$ cat src/rtl/jtag_pkg.sv
// Shared types and TMS/TRSTn schedule constants for the JTAG scan master.
// TMS patterns are stored LSB first: bit k is the TMS value of tick k.
package jtag_pkg;

   typedef enum logic [1:0] {
      OP_RESET   = 2'd0,
      OP_IDLE    = 2'd1,
      OP_SCAN_IR = 2'd2,
      OP_SCAN_DR = 2'd3
   } jtag_op_e;

   typedef enum logic [1:0] {
      S_IDLE = 2'd0,
      S_RUN  = 2'd1,
      S_RSP  = 2'd2
   } jtag_state_e;

   localparam logic [2:0] DR_PRE           = 3'b001;
   localparam logic [3:0] IR_PRE           = 4'b0011;
   localparam logic [1:0] POST             = 2'b01;
   localparam logic [5:0] RESET_TMS        = 6'b011111;
   localparam int         RESET_TICKS      = 6;
   localparam int         RESET_TRST_TICKS = 2;

endpackage

$ cat src/rtl/jtag_tck_gen.sv
// TCK generator: half-period counter reloaded with the latched divider.
// Strobes fire in the cycle before TCK toggles, so the top can act on the same edge.
module jtag_tck_gen #(
   parameter int DIV_W = 8
) (
   input  logic             clk_i,
   input  logic             rst_i,
   input  logic             load_i,
   input  logic             en_i,
   input  logic [DIV_W-1:0] div_i,
   output logic             rise_stb_o,
   output logic             fall_stb_o,
   output logic             tck_o
);

   logic [DIV_W-1:0] div_q, div_d;
   logic [DIV_W-1:0] cnt_q, cnt_d;
   logic             tck_q, tck_d;
   logic             wrap;

   assign wrap       = en_i && (cnt_q == '0);
   assign rise_stb_o = wrap && !tck_q;
   assign fall_stb_o = wrap && tck_q;
   assign tck_o      = tck_q;

   always_comb begin
      div_d = div_q;
      cnt_d = cnt_q;
      tck_d = tck_q;
      if (load_i) begin
         div_d = div_i;
         cnt_d = div_i;
         tck_d = 1'b0;
      end else if (wrap) begin
         cnt_d = div_q;
         tck_d = !tck_q;
      end else if (en_i) begin
         cnt_d = cnt_q - 1'b1;
      end
   end

   always_ff @(posedge clk_i) begin
      if (rst_i) begin
         cnt_q <= '0;
         tck_q <= 1'b0;
      end else begin
         cnt_q <= cnt_d;
         tck_q <= tck_d;
      end
   end

   always_ff @(posedge clk_i) begin
      div_q <= div_d;
   end

endmodule

$ cat src/rtl/jtag_scan_master.sv
// Command-level JTAG master: turns RESET/IDLE/SCAN_IR/SCAN_DR commands into
// a registered TCK/TMS/TDI/TRSTn tick schedule and returns the captured TDO.
module jtag_scan_master
   import jtag_pkg::*;
#(
   parameter int MAX_LEN = 64,
   parameter int DIV_W   = 8,
   parameter int LEN_W   = $clog2(MAX_LEN + 1)
) (
   input  logic               clock,
   input  logic               reset,
   input  logic [DIV_W-1:0]   cfg_div,
   input  logic               cmd_valid,
   output logic               cmd_ready,
   input  logic [1:0]         cmd_op,
   input  logic [LEN_W-1:0]   cmd_len,
   input  logic [MAX_LEN-1:0] cmd_data,
   output logic               rsp_valid,
   input  logic               rsp_ready,
   output logic [MAX_LEN-1:0] rsp_data,
   output logic               rsp_err,
   output logic               busy,
   output logic               tap_sync,
   output logic               jtag_TCK,
   output logic               jtag_TMS,
   output logic               jtag_TDI,
   output logic               jtag_TRSTn,
   input  logic               jtag_TDO
);

   localparam int               NW        = LEN_W + 3;
   localparam logic [LEN_W-1:0] MAX_LEN_L = LEN_W'(MAX_LEN);

   function automatic logic [NW-1:0] pre_len(input jtag_op_e op);
      case (op)
         OP_SCAN_IR: pre_len = NW'(4);
         OP_SCAN_DR: pre_len = NW'(3);
         default:    pre_len = '0;
      endcase
   endfunction

   function automatic logic [NW-1:0] num_ticks(input jtag_op_e op, input logic [LEN_W-1:0] len);
      case (op)
         OP_RESET: num_ticks = NW'(RESET_TICKS);
         OP_IDLE:  num_ticks = NW'(len);
         default:  num_ticks = pre_len(op) + NW'(len) + NW'(2);
      endcase
   endfunction

   function automatic logic is_shift(input jtag_op_e op, input logic [LEN_W-1:0] len,
                                     input logic [NW-1:0] k);
      is_shift = (op == OP_SCAN_IR || op == OP_SCAN_DR) &&
                 (k >= pre_len(op)) && (k < pre_len(op) + NW'(len));
   endfunction

   function automatic logic tick_tms(input jtag_op_e op, input logic [LEN_W-1:0] len,
                                     input logic [NW-1:0] k);
      logic [NW-1:0] post_k;
      post_k   = pre_len(op) + NW'(len);
      tick_tms = 1'b0;
      case (op)
         OP_RESET: if (k < NW'(RESET_TICKS)) tick_tms = RESET_TMS[k[2:0]];
         OP_IDLE:  tick_tms = 1'b0;
         default: begin
            if (k < pre_len(op))
               tick_tms = (op == OP_SCAN_IR) ? IR_PRE[k[1:0]] : DR_PRE[k[1:0]];
            else if (k < post_k)
               tick_tms = (k == post_k - 1'b1);
            else
               tick_tms = (k == post_k) ? POST[0] : POST[1];
         end
      endcase
   endfunction

   jtag_state_e        state_q, state_d;
   jtag_op_e           op_q, op_d, cmd_op_e;
   logic [LEN_W-1:0]   len_q, len_d;
   logic [NW-1:0]      n_q, n_d, k_q, k_d, k_nxt;
   logic [MAX_LEN-1:0] sr_q, sr_d, cap_q, cap_d;
   logic               err_q, err_d, sync_q, sync_d;
   logic               tms_q, tms_d, tdi_q, tdi_d, trstn_q, trstn_d;
   logic               accept, rise_stb, fall_stb, tck;
   logic               scan_op, bad_len;

   assign cmd_op_e  = jtag_op_e'(cmd_op);
   assign cmd_ready = (state_q == S_IDLE) && !reset;
   assign accept    = cmd_valid && cmd_ready;
   assign k_nxt     = k_q + 1'b1;
   assign scan_op   = (cmd_op_e == OP_SCAN_IR) || (cmd_op_e == OP_SCAN_DR);
   assign bad_len   = (cmd_len == '0) || (cmd_len > MAX_LEN_L);

   jtag_tck_gen #(.DIV_W(DIV_W)) u_tck_gen (
      .clk_i      (clock),
      .rst_i      (reset),
      .load_i     (accept),
      .en_i       (state_q == S_RUN),
      .div_i      (cfg_div),
      .rise_stb_o (rise_stb),
      .fall_stb_o (fall_stb),
      .tck_o      (tck)
   );

   always_comb begin
      state_d = state_q;
      op_d    = op_q;
      len_d   = len_q;
      n_d     = n_q;
      k_d     = k_q;
      sr_d    = sr_q;
      cap_d   = cap_q;
      err_d   = err_q;
      sync_d  = sync_q;
      tms_d   = tms_q;
      tdi_d   = tdi_q;
      trstn_d = trstn_q;
      case (state_q)
         S_IDLE: begin
            if (accept) begin
               op_d  = cmd_op_e;
               len_d = cmd_len;
               k_d   = '0;
               sr_d  = cmd_data;
               cap_d = '0;
               err_d = scan_op && bad_len;
               if ((scan_op && bad_len) || (cmd_op_e == OP_IDLE && cmd_len == '0)) begin
                  state_d = S_RSP;
               end else begin
                  // Tick 0 is never a shift tick, so TDI starts low.
                  state_d = S_RUN;
                  n_d     = num_ticks(cmd_op_e, cmd_len);
                  tms_d   = tick_tms(cmd_op_e, cmd_len, '0);
                  tdi_d   = 1'b0;
                  trstn_d = (cmd_op_e != OP_RESET);
               end
            end
         end
         S_RUN: begin
            // Next TDI bit is pre-shifted to sr_q[0] while TCK is high.
            if (rise_stb && is_shift(op_q, len_q, k_q))
               sr_d = sr_q >> 1;
            if (fall_stb) begin
               if (is_shift(op_q, len_q, k_q))
                  cap_d = cap_q | (MAX_LEN'(jtag_TDO) << (k_q - pre_len(op_q)));
               if (k_q == n_q - 1'b1) begin
                  state_d = S_RSP;
                  tms_d   = 1'b0;
                  tdi_d   = 1'b0;
                  trstn_d = 1'b1;
                  if (op_q == OP_RESET) sync_d = 1'b1;
               end else begin
                  k_d     = k_nxt;
                  tms_d   = tick_tms(op_q, len_q, k_nxt);
                  tdi_d   = is_shift(op_q, len_q, k_nxt) ? sr_q[0] : 1'b0;
                  trstn_d = !(op_q == OP_RESET && k_nxt < NW'(RESET_TRST_TICKS));
               end
            end
         end
         S_RSP: begin
            if (rsp_ready) state_d = S_IDLE;
         end
         default: state_d = S_IDLE;
      endcase
   end

   always_ff @(posedge clock) begin
      if (reset) begin
         state_q <= S_IDLE;
         k_q     <= '0;
         cap_q   <= '0;
         err_q   <= 1'b0;
         sync_q  <= 1'b0;
         tms_q   <= 1'b1;
         tdi_q   <= 1'b0;
         trstn_q <= 1'b1;
      end else begin
         state_q <= state_d;
         k_q     <= k_d;
         cap_q   <= cap_d;
         err_q   <= err_d;
         sync_q  <= sync_d;
         tms_q   <= tms_d;
         tdi_q   <= tdi_d;
         trstn_q <= trstn_d;
      end
   end

   always_ff @(posedge clock) begin
      op_q  <= op_d;
      len_q <= len_d;
      n_q   <= n_d;
      sr_q  <= sr_d;
   end

   assign rsp_valid  = (state_q == S_RSP);
   assign busy       = (state_q == S_RUN);
   assign rsp_data   = cap_q;
   assign rsp_err    = err_q;
   assign tap_sync   = sync_q;
   assign jtag_TCK   = tck;
   assign jtag_TMS   = tms_q;
   assign jtag_TDI   = tdi_q;
   assign jtag_TRSTn = trstn_q;

endmodule
$ cat config.mk
export PLATFORM = sky130hd
export DESIGN_NAME = jtag_scan_master
export DESIGN_NICKNAME = d
export VERILOG_FILES = /design/src/rtl/jtag_pkg.sv /design/src/rtl/jtag_tck_gen.sv /design/src/rtl/jtag_scan_master.sv
export SDC_FILE = /design/constraint.sdc
export NUM_CORES = 1
export LEC_CHECK = 0
export BUFFER_PORTS_ARGS = -buffer_cell sky130_fd_sc_hd__buf_2
export CAP_MARGIN = 10
export CORE_MARGIN = 2
export CORE_UTILIZATION = 50
export DETAILED_ROUTE_END_ITERATION = 10
export PLACE_DENSITY = 0.72
export SYNTH_ARGS = -nofsm -noshare
export SYNTH_HDL_FRONTEND = slang
export SYNTH_SLANG_ARGS = --single-unit
$ cat constraint.sdc
create_clock -name clock -period 17 [get_ports clock]
set_clock_uncertainty 0.15 [all_clocks]
set_input_delay 2.55 -clock clock [delete_from_list [all_inputs] [get_ports clock]]
set_output_delay 2.55 -clock clock [all_outputs]
set_load 0.03 [all_outputs]
==> results of run 1 <==
## report_power, final
group	total [W]	internal, W	switching [W]
logic	0.000124	0.0000440	0.0000801
clock network	0.000387	0.000197	0.000190
registers	0.000486	0.000476	0.00000957
total	0.000997	0.000717	0.000280
## placed cells by master, fill, tap and decap left out, types with 10 or more instances in the layout
cell | netlist | routed
o21ai_0 | 26 | 26
nand4_1 | 28 | 28
nor3_1 | 21 | 21
dfxtp_1 | 90 | 90
clkbuf_16 | 0 | 17
buf_4 | 4 | 10
and3_1 | 12 | 12
o211ai_1 | 13 | 13
ha_1 | 31 | 31
nor2_1 | 40 | 39
or3_1 | 12 | 12
o21ai_1 | 66 | 66
nand2_1 | 297 | 297
xor2_1 | 15 | 15
inv_1 | 32 | 31
nor2b_1 | 13 | 13
a21oi_1 | 26 | 25
nand3_1 | 62 | 62
xnor2_1 | 17 | 17
buf_2 | 7 | 158
edfxtp_1 | 89 | 89
## flip-flops by register name, summed over array words and instances (netlist names)
| signal | cells |
|---|---|
| jtag_TMS | 1 |
| rsp_data | 64 |
| state_q | 2 |
| u_tck_gen.cnt_q | 8 |
| op_q | 2 |
| rsp_err | 1 |
| u_tck_gen.tck_o | 1 |
| tap_sync | 1 |
| n_q | 8 |
| len_q | 7 |
| jtag_TRSTn | 1 |
| k_q | 10 |
| jtag_TDI | 1 |
| u_tck_gen.div_q | 8 |
| sr_q | 64 |
## stage by stage
stage / total power [W] / utilization, %
finish: 0.000997 / 59.1
global route: 0.00104 / 59.1
CTS: 0.00100 / 59.1
detailed placement: 0.000619 / 55.9
global placement: 0.000616 / 55.9
floorplan: 0.000584 / -
## worst min path at each step
stage,from,endpoint,slack [ns],depth (start not counted)
2_1_floorplan,u_tck_gen.cnt_q[6]$_SDFFE_PP0P_,u_tck_gen.cnt_q[6]$_SDFFE_PP0P_,0.33,2
3_3_place_gp,rsp_data[20]$_SDFFE_PP0P_,rsp_data[20]$_SDFFE_PP0P_,0.28,2
3_5_place_dp,rsp_data[20]$_SDFFE_PP0P_,rsp_data[20]$_SDFFE_PP0P_,0.28,2
4_1_cts,rsp_data[20]$_SDFFE_PP0P_,rsp_data[20]$_SDFFE_PP0P_,0.30,2
5_1_grt,rsp_data[20]$_SDFFE_PP0P_,rsp_data[20]$_SDFFE_PP0P_,0.31,2
6_report,rsp_data[60]$_SDFFE_PP0P_,rsp_data[60]$_SDFFE_PP0P_,0.29,2
## worst register-to-register path: cells and delay by family (launching register included)
kind | cells | cell delay (ns)
AOI/OAI and AO/OA | 8 | 1.80
adders and majority gates | 3 | 0.82
buffers and inverters | 2 | 0.81
DFF | 1 | 0.54
and+or+nand+nor | 2 | 0.41
xor gates and xnor gates | 1 | 0.35
## metal layers
layer	up-vias	routed length, um
li1	4083	-
met1	3826	10400
met3	37	1600
met4	0	376
met5	-	0
met2	277	10400
## cell families (layout without fill, tap and decap cells)
group	after synthesis	count (layout)
muxes	4	4
xor gates and xnor gates	35	35
buffers and inverters	95	232
AOI/OAI and AO/OA	199	199
DFF	179	179
and+or+nand+nor	539	539
adders and majority gates	33	33
## synth_stat cells (17+ instances only)
master,count
nand3_1,62
clkbuf_1,47
ha_1,31
dfxtp_1,90
inv_1,32
edfxtp_1,89
o21ai_1,66
o21ai_0,26
nand4_1,28
nand2_1,297
a21oi_1,26
xnor2_1,17
nor2_1,40
nor3_1,21
## cell type report
class                           instances  area, sq um  area share (%)
Clock buffer                           17          425            3.86
Clock inverter                         15          165            1.50
Inverter                               32          120            1.09
Multi-Input combinational cell        810         4670            42.4
Sequential cell                       179         4470            40.6
Tap cell                              234          293            2.66
Timing Repair Buffer                  168          866            7.86
==> results.md, run 1 <==
- Hold Vio Cnt, Final: 0
- Synth warn: 0
- M2 GR Usage: a little over a third
- Worst skew pair latency: about 0.44 ns
- Mux cell area share after synthesis: 0.435%
- Syn avg cell area: 8.75 sq um
- Starting Density: 50.9%
- Fill cells: ~1700
- CP Capture Type: primary output
- Clk buf depth: 2
- Worst setup path class: in2out
- Largest family of logic cells by synthesized area: simple AND/OR/NAND/NOR gates
- Setup TNS: 0 ns
- Synth Area in XOR/XNOR: under 10%
- Post-CTS Resized: 0
- Worst hold path type: reg2reg
- CP Capture Point: cmd_ready
- Setup repair after global routing missed its margin: false
- Initial antenna violation count: 0
- Post-synth EDFFs: 89
- Yosys cell types: 78
- P&R area growth vs syn: 16.1%
- Min cycle time layout: approximately 6 ns
- # setup viols final: 0
- Post-Layout Cell Count: 1455
- Placed Cells: 1422
- TritonCTS buffer count: 17
- CP Launch Point: reset
- FF+latch count, synth: approximately 180
- Mapped Cells: 1084
- Async set or reset register ratio after synthesis: 0%
- WL final: 22800 um
- Met1 Use GR: 33.3%
- Row Count: 50
- Mapped Area: 9490 sq um
- Gr ovfl total: 0
- Vias per cell: ~5.7
- Share of the synthesized area in the top cell type: 28.2%
- GR peak layer: met2
- First-pass DRT Iterations: 5
- Clock root cell: clkbuf_16
- Grt met3 use: 4.79%
- Worst setup margin: 11.02 ns
- Compound-Gate Fraction of Synth Area: between 10 and 15%
- Slew @ Worst Pin: 1.11 ns
- Arrival time of the worst setup path: 3.28 ns
- CTS clock-pin slew for the worst setup and hold paths: 0.07 ns
- Reg2reg end: sr_q[32]$_DFFE_PP_
- VDD IR-drop max: 0.0000738 V
- CP Launch Type: input pin
- Register area share after synthesis: between 40% and 50%
- Largest net degree at the start of global routing: between 70 and 80
- Post-CTS setup buffers: 0
- Hold Buf Count CTS: 0
- WHS: just under 0.3 ns
- CTS tree: built
- Largest cells by area after synthesis: edfxtp_1 (28%), dfxtp_1 (19%), nand2_1 (12%)
- Leak: ~4.6 nW
- Nets: 1327
- Number of diodes: 0
- GRT Util Overall: 23.1%
- Max cap viols: 0
- Die W: about 140 um
- CP Max Fanout: 22
- # clock sinks: 179
- Worst path depth: 3
- Die H: ~140 um
- Flop-to-flop setup slack: 11.71 ns
- Largest delay share family, worst path: buffers and inverters
- Post-Synth Adder-Cell Area: under 10%
- Fmax: 0.167 GHz
- Synth Net Count: 1203
- Design area: 11000 sq um
- Die Footprint: 20100 sq um
- Start of the worst register-to-register path: op_q[1]$_DFFE_PP_
- CP cell instances: buf_2 -> nor3_1 -> buf_2
- Slew headroom: 25.8%
- CP max-delay cell: buf_2
- WL/cell: roughly 16 um
- P per Cell Area: 90.5 nW/um^2
- Register-to-Register Path Depth: 16
- Share of cells above drive strength 1: about a fifth
- Final Max Slew Viols: 0
- Post-detail-place hpwl: 15700 um
- CP max stage delay: 0.25 ns
- PortBufs: around 160
- Dpl cell area: approximately 10000 sq um
- Synth Flop Type: dfxtp_1
- Vias in the first global route: 7521
- Worst Path Required: 14.30 ns
- Post-Place Setup Slack: 11.01 ns
- Final period utilization: 35.2%
- Depth of the CTS H-tree: 4
- Core Area: 18600 sq um
- Status: completed
- Routability cong.: 0.846
- Routed Antenna Nets: 0
- Post-Synth Simple-Gate Area: a little over a quarter
- Most used cell, CP: buf_2
- DRT iter0 DRCs: about 610
- DRC violations left: 0
- Vias: 8223
- I/O pin count: 159
- Biggest area consumer among synthesized cells: edfxtp_1
- Worst Path Buf+Inv: 2
- Global-route wire length before repair: approximately 37000 um
Power figures use the tool's default switching activity.
==> run 2, diff against run 1 <==
==> constraint.sdc (replaced) <==
create_clock -name clock -period 5.9 [get_ports clock]
set_clock_uncertainty 0.15 [all_clocks]
set_input_delay 0.885 -clock clock [delete_from_list [all_inputs] [get_ports clock]]
set_output_delay 0.885 -clock clock [all_outputs]
set_load 0.03 [all_outputs]
==> results.md, run 2 (same netlist as run 1, synthesis figures left out) <==
- Status: completed (unchanged)
- WL/cell: 16.4 um (was 15.7 um)
- CP max-delay cell: edfxtp_1 (was buf_2)
- Most common cell after layout, fill and taps aside: nand2_1 (unchanged)
- Post-detail-place hpwl: 16700 um (was 15700 um)
- Worst skew pair latency: 0.43 ns (was 0.44 ns)
- Worst Path Buf+Inv: 2 (unchanged)
- Fill cells: 1677 (was 1699)
- Routability cong.: 0.891 (was 0.846)
- VDD IR-drop max: 0.000189 V (was 0.0000738 V)
- Design area: 11100 sq um (was 11000 sq um)
- Area of the multi-input gates: 4680 sq um (was 4670 sq um)
- Final Max Slew Viols: 0 (unchanged)
- Hold Vio Cnt, Final: 0 (unchanged)
- CP cell instances: nand2_1 -> inv_1 -> ha_1 -> ha_1 -> nor2b_1 -> a22oi_4 -> xor2_2 -> ha_1 -> o21a_1 -> o21a_1 -> o21a_1 -> o21a_1 -> o21ai_0 -> a21boi_0 -> o41ai_4 -> buf_12 (was buf_2 -> nor3_1 -> buf_2)
- Nets: 1330 (was 1327)
- Clk buf depth: 2 (unchanged)
- Vias per cell: 5.59 (was 5.65)
- CP max stage delay: 0.52 ns (was 0.25 ns)
- Starting Density: 50.9% (unchanged)
- Clock root cell: clkbuf_16 (unchanged)
- Vias: 8150 (was 8223)
- Power share of the clock group: 39.8% (was 38.8%)
- Switching share of power: 26.9% (was 28.1%)
- Hold Buf Count CTS: 0 (unchanged)
- Setup repair after global routing missed its margin: false (unchanged)
- Dpl cell area: 10500 sq um (was 10400 sq um)
- Arrival time of the worst setup path: 4.80 ns (was 3.28 ns)
- # clock sinks: 179 (unchanged)
- Post-Layout Cell Count: 1459 (was 1455)
- Core Util, Final: 59.4% (was 59.1%)
- Share of cells above drive strength 1: 18.8% (was 18.7%)
- Commonest cells after routing, fill and taps aside: nand2_1 (297), buf_2 (158), dfxtp_1 (90) (unchanged)
- Psw: 0.000785 W (was 0.000280 W)
- Largest delay share family, worst path: compound AO/OA/AOI/OAI gates (was buffers and inverters)
- Sequential share of power: 47.9% (was 48.7%)
- Routed Antenna Nets: 0 (unchanged)
- CTS tree: built (unchanged)
- Initial antenna violation count: 2 (was 0)
- Die H: 142 um (unchanged)
- Internal Pwr Total: 0.00214 W (was 0.000717 W)
- Max cap viols: 0 (unchanged)
- # setup viols final: 0 (unchanged)
- First-pass DRT Iterations: 5 (unchanged)
- Core Area: 18600 sq um (unchanged)
- Row Count: 50 (unchanged)
- Largest net degree at the start of global routing: 71 (was 76)
- Die W: 142 um (unchanged)
- Most used cell, CP: o21a_1 (was buf_2)
- P per Cell Area: 264 nW/um^2 (was 90.5 nW/um^2)
- CP Max Fanout: 64 (was 22)
- Depth of the CTS H-tree: 4 (unchanged)
- Flop-to-flop setup slack: 1.05 ns (was 11.71 ns)
- Setup TNS: 0 ns (unchanged)
- DRT iter0 DRCs: 729 (was 612)
- Global-route wire length before repair: 38500 um (was 37500 um)
- GRT Util Overall: 24.1% (was 23.1%)
- Post-CTS Resized: 0 (unchanged)
- Slew headroom: 21.8% (was 25.8%)
- PortBufs: 158 (unchanged)
- Leak: 4.66 nW (was 4.65 nW)
- DRC violations left: 0 (unchanged)
- Placed Cells: 1426 (was 1422)
- TritonCTS buffer count: 17 (unchanged)
- Min cycle time layout: 4.85 ns
- Vias in the first global route: 7460 (was 7521)
- CP Launch Type: register (was input pin)
- Gr ovfl total: 0 (unchanged)
- CTS clock-pin slew for the worst setup and hold paths: 0.07 ns (about the same)
- Worst setup path class: reg2reg (was in2out)
- Worst Path Required: 5.85 ns (was 14.30 ns)
- Final period utilization: between 80% and 90%
- Post-CTS setup buffers: 0 (unchanged)
- CP Capture Type: register (was primary output)
- Worst hold path type: reg2reg (unchanged)
- P&R area growth vs syn: 16.7% (was 16.1%)
- FF+latch area: 4470 sq um (unchanged)
- Fmax: 0.206 GHz
- I/O pin count: 159 (unchanged)
- Slew @ Worst Pin: 1.17 ns (was 1.11 ns)
- WL final: 23900 um (was 22800 um)
- Die Footprint: 20100 sq um (unchanged)
- Combinational share of power: 12.3% (was 12.4%)
run 2: cell count changes in the layout (fill, tap and decap cells not counted), sizes merged:
cell,delta
clkinv,-5
buf,+3
bufinv,+2
inv,-1
clkinvlp,+3
clkbuf,+1
diode,+1
run 2: area by class of cell:
cell class	count	share of cell area (%)
Multi-Input combinational cell	810	42.3
Sequential cell	179	40.4
Timing Repair Buffer	171	8.13
Clock buffer	18	3.88
Tap cell	234	2.64
Clock inverter	14	1.54
Inverter	32	1.08
Antenna cell	1	0.0226
run 2: per-layer routing:
metal | share of wire, % | global-route usage [%] | up-vias
li1 | - | - | 4067
met1 | 46 | 33.2 | 3790
met2 | 47 | 38.2 | 266
met3 | 5.7 | 5.77 | 27
met4 | 1.4 | 6.68 | 0
met5 | 0 | 0 | -
run 2: worst register-to-register path: cells and delay by family, from the launching register on:
family                     cells  cell delay [ns]
AOI/OAI and AO/OA              8             1.81
adders and majority gates      3             0.83
DFF                            1             0.52
buffers and inverters          2             0.46
and+or+nand+nor                2             0.37
xor gates and xnor gates       1             0.34
run 2: final timing paths:
| check | start | end | cells after the start |
|---|---|---|---|
| worst min-delay path | rsp_data[51]$_SDFFE_PP0P_ | rsp_data[51]$_SDFFE_PP0P_ | 2 |
| worst max-delay path | op_q[1]$_DFFE_PP_ | sr_q[14]$_DFFE_PP_ | 16 |
| worst min register to register | rsp_data[51]$_SDFFE_PP0P_ | rsp_data[51]$_SDFFE_PP0P_ | 2 |
| worst max register to register | op_q[1]$_DFFE_PP_ | sr_q[14]$_DFFE_PP_ | 16 |
run 2: power by group through the flow:
| stage | Combinational (W) | Clock (W) | Sequential, W |
|---|---|---|---|
| final | 0.000360 | 0.00116 | 0.00140 |
| after global routing | 0.000407 | 0.00124 | 0.00141 |
| after CTS | 0.000361 | 0.00118 | 0.00140 |
| after detailed placement | 0.000360 | 0 | 0.00143 |
| after global placement | 0.000355 | 0 | 0.00143 |
| after floorplan | 0.000254 | 0 | 0.00142 |
run 2: metrics by stage:
step	power (W)	hold slack [ns]	setup WS (ns)
floorplan	0.00168	0.329	0.129
global placement	0.00178	0.282	1.15
detailed placement	0.00179	0.286	1.04
CTS	0.00294	0.296	1.04
global route	0.00305	0.314	0.731
finish	0.00292	0.291	1.05
==> run 3, diff against run 2 <==
==> constraint.sdc (replaced) <==
create_clock -name clock -period 5.1 [get_ports clock]
set_clock_uncertainty 0.15 [all_clocks]
set_input_delay 0.765 -clock clock [delete_from_list [all_inputs] [get_ports clock]]
set_output_delay 0.765 -clock clock [all_outputs]
set_load 0.03 [all_outputs]
==> results.md, run 3 (same netlist as run 1, synthesis figures left out) <==
- Die Footprint: 20100 sq um (unchanged)
- CP cell instances: nand2_4 -> xnor2_2 -> ha_4 -> nor2b_2 -> a22oi_4 -> xor2_4 -> ha_1 -> o21a_1 -> o21a_1 -> o21a_1 -> o21a_1 -> o21ai_2 -> a21boi_2 -> o41ai_4 -> buf_12 (was nand2_1 -> inv_1 -> ha_1 -> ha_1 -> nor2b_1 -> a22oi_4 -> xor2_2 -> ha_1 -> o21a_1 -> o21a_1 -> o21a_1 -> o21a_1 -> o21ai_0 -> a21boi_0 -> o41ai_4 -> buf_12)
- Dpl cell area: 10500 sq um (about the same)
- DRT iter0 DRCs: 669 (was 729)
- Depth of the CTS H-tree: 4 (unchanged)
- DRC violations left: 0 (unchanged)
- Commonest cells after routing, fill and taps aside: nand2_1 (296), buf_2 (158), dfxtp_1 (90) (was nand2_1 (297), buf_2 (158), dfxtp_1 (90))
- Most common cell after layout, fill and taps aside: nand2_1 (unchanged)
- Status: completed (unchanged)
- Vias: 8231 (was 8150)
- Worst setup margin: 0.958 ns (was 1.05 ns)
- Post-Place Setup Slack: 0.987 ns (was 1.04 ns)
- Post-CTS Resized: 0 (unchanged)
- Final period utilization: 81.2% (was 82.2%)
- Setup TNS: 0 ns (unchanged)
- Number of diodes: 0 (was 1)
- Fmax: 0.241 GHz (was 0.206 GHz)
- Fill cells: 1666 (was 1677)
- WL final: 23800 um (was 23900 um)
- Max cap viols: 0 (unchanged)
- Design area: 11100 sq um (about the same)
- Nets: 1330 (unchanged)
- I/O pin count: 159 (unchanged)
- Worst hold path type: reg2reg (unchanged)
- Arrival time of the worst setup path: 4.08 ns (was 4.80 ns)
- FF+latch area: 4470 sq um (unchanged)
- CP Capture Type: register (unchanged)
- Hold Vio Cnt, Final: 0 (unchanged)
- Worst skew pair latency: 0.44 ns (was 0.43 ns)
- Initial antenna violation count: 0 (was 2)
- Final Max Slew Viols: 0 (unchanged)
- Min cycle time layout: 4.14 ns (was 4.85 ns)
- First-pass DRT Iterations: 5 (unchanged)
- WL/cell: 16.3 um (was 16.4 um)
- Register-to-Register Path Depth: 15 (was 16)
- Share of cells above drive strength 1: 19.4% (was 18.8%)
- Routability cong.: 0.915 (was 0.891)
- Slew @ Worst Pin: 1.22 ns (was 1.17 ns)
- CP Launch Type: register (unchanged)
- Clk buf depth: 2 (unchanged)
- PortBufs: 158 (unchanged)
- Worst Path Buf+Inv: 1 (was 2)
- Final Power: 0.00338 W (was 0.00292 W)
- # clock sinks: 179 (unchanged)
- Starting Density: 50.9% (unchanged)
- Hold Buf Count CTS: 0 (unchanged)
- Vias per cell: 5.65 (was 5.59)
- Gr ovfl total: 0 (unchanged)
- TritonCTS buffer count: 17 (unchanged)
- CTS clock-pin slew for the worst setup and hold paths: 0.08 ns (was 0.07 ns)
- Worst setup path class: reg2reg (unchanged)
- Vias in the first global route: 7425 (was 7460)
- Most used cell, CP: o21a_1 (unchanged)
- Die W: 142 um (unchanged)
- Die H: 142 um (unchanged)
- Post-CTS setup buffers: 0 (unchanged)
- Area of the multi-input gates: 4750 sq um (was 4680 sq um)
- Setup repair after global routing missed its margin: false (unchanged)
- Slew headroom: 18.1% (was 21.8%)
- CP Max Fanout: 64 (unchanged)
- CP max-delay cell: edfxtp_1 (unchanged)
- Row Count: 50 (unchanged)
- Largest delay share family, worst path: compound AO/OA/AOI/OAI gates (unchanged)
- Core Area: 18600 sq um (unchanged)
- Routed Antenna Nets: 0 (unchanged)
- Global-route wire length before repair: 38100 um (was 38500 um)
- Worst Path Required: 5.04 ns (was 5.85 ns)
- GRT Util Overall: 23.8% (was 24.1%)
- # setup viols final: 0 (unchanged)
- P per Cell Area: 303 nW/um^2 (was 264 nW/um^2)
- Worst path depth: 15 (was 16)
- VDD IR-drop max: 0.000241 V (was 0.000189 V)
- Largest net degree at the start of global routing: 74 (was 71)
- Post-detail-place hpwl: 16700 um (about the same)
- Hold path cells: 2 (unchanged)
- Leak: 4.69 nW (was 4.66 nW)
- Clock root cell: clkbuf_16 (unchanged)
- CTS tree: built (unchanged)
- CP max stage delay: 0.57 ns (was 0.52 ns)
- P&R area growth vs syn: 17.4% (was 16.7%)
[run 3: area by class of cell]
| class | instances | share of cell area [%] |
|---|---|---|
| multi-input cells | 810 | 42.6 |
| flip-flops and latches | 179 | 40.2 |
| well taps | 234 | 2.63 |
| repair buffers | 171 | 8.08 |
| clock inverters | 11 | 1.04 |
| inverters | 32 | 1.08 |
| clock buffers | 21 | 4.42 |
[run 3: tightest hold or removal path, stage by stage (launching register included)]
cell     delay [ns]
dfxtp_1        0.31
nand2_1        0.04
o21ai_1        0.05
[run 3: final timing paths]
kind | endpoint | slack [ns] | start
setup / recovery | sr_q[54]$_DFFE_PP_ | 0.96 | op_q[1]$_DFFE_PP_
setup reg to reg | sr_q[54]$_DFFE_PP_ | 0.96 | op_q[1]$_DFFE_PP_
hold reg to reg | rsp_data[56]$_SDFFE_PP0P_ | 0.29 | rsp_data[56]$_SDFFE_PP0P_
hold / removal | rsp_data[56]$_SDFFE_PP0P_ | 0.29 | rsp_data[56]$_SDFFE_PP0P_
[run 3: report_power, final]
group          internal (W)  switching [W]
clock              0.000717       0.000615
sequential          0.00159      0.0000346
combinational      0.000153       0.000273
total               0.00246       0.000922
[run 3: through the flow]
step	hold slack, ns	cells	utilization, %
3_5_place_dp	0.285	1426	56.5
6_report	0.291	1458	59.8
3_3_place_gp	0.281	1426	56.5
5_1_grt	0.316	1458	59.8
2_1_floorplan	0.329	1084	-
4_1_cts	0.295	1458	59.8
[run 3: metal layers]
metal	routed length [um]	GRT usage [%]
met2	11000	37.6
met3	1400	4.66
met1	11100	33.7
met4	342	6.37
met5	0	0
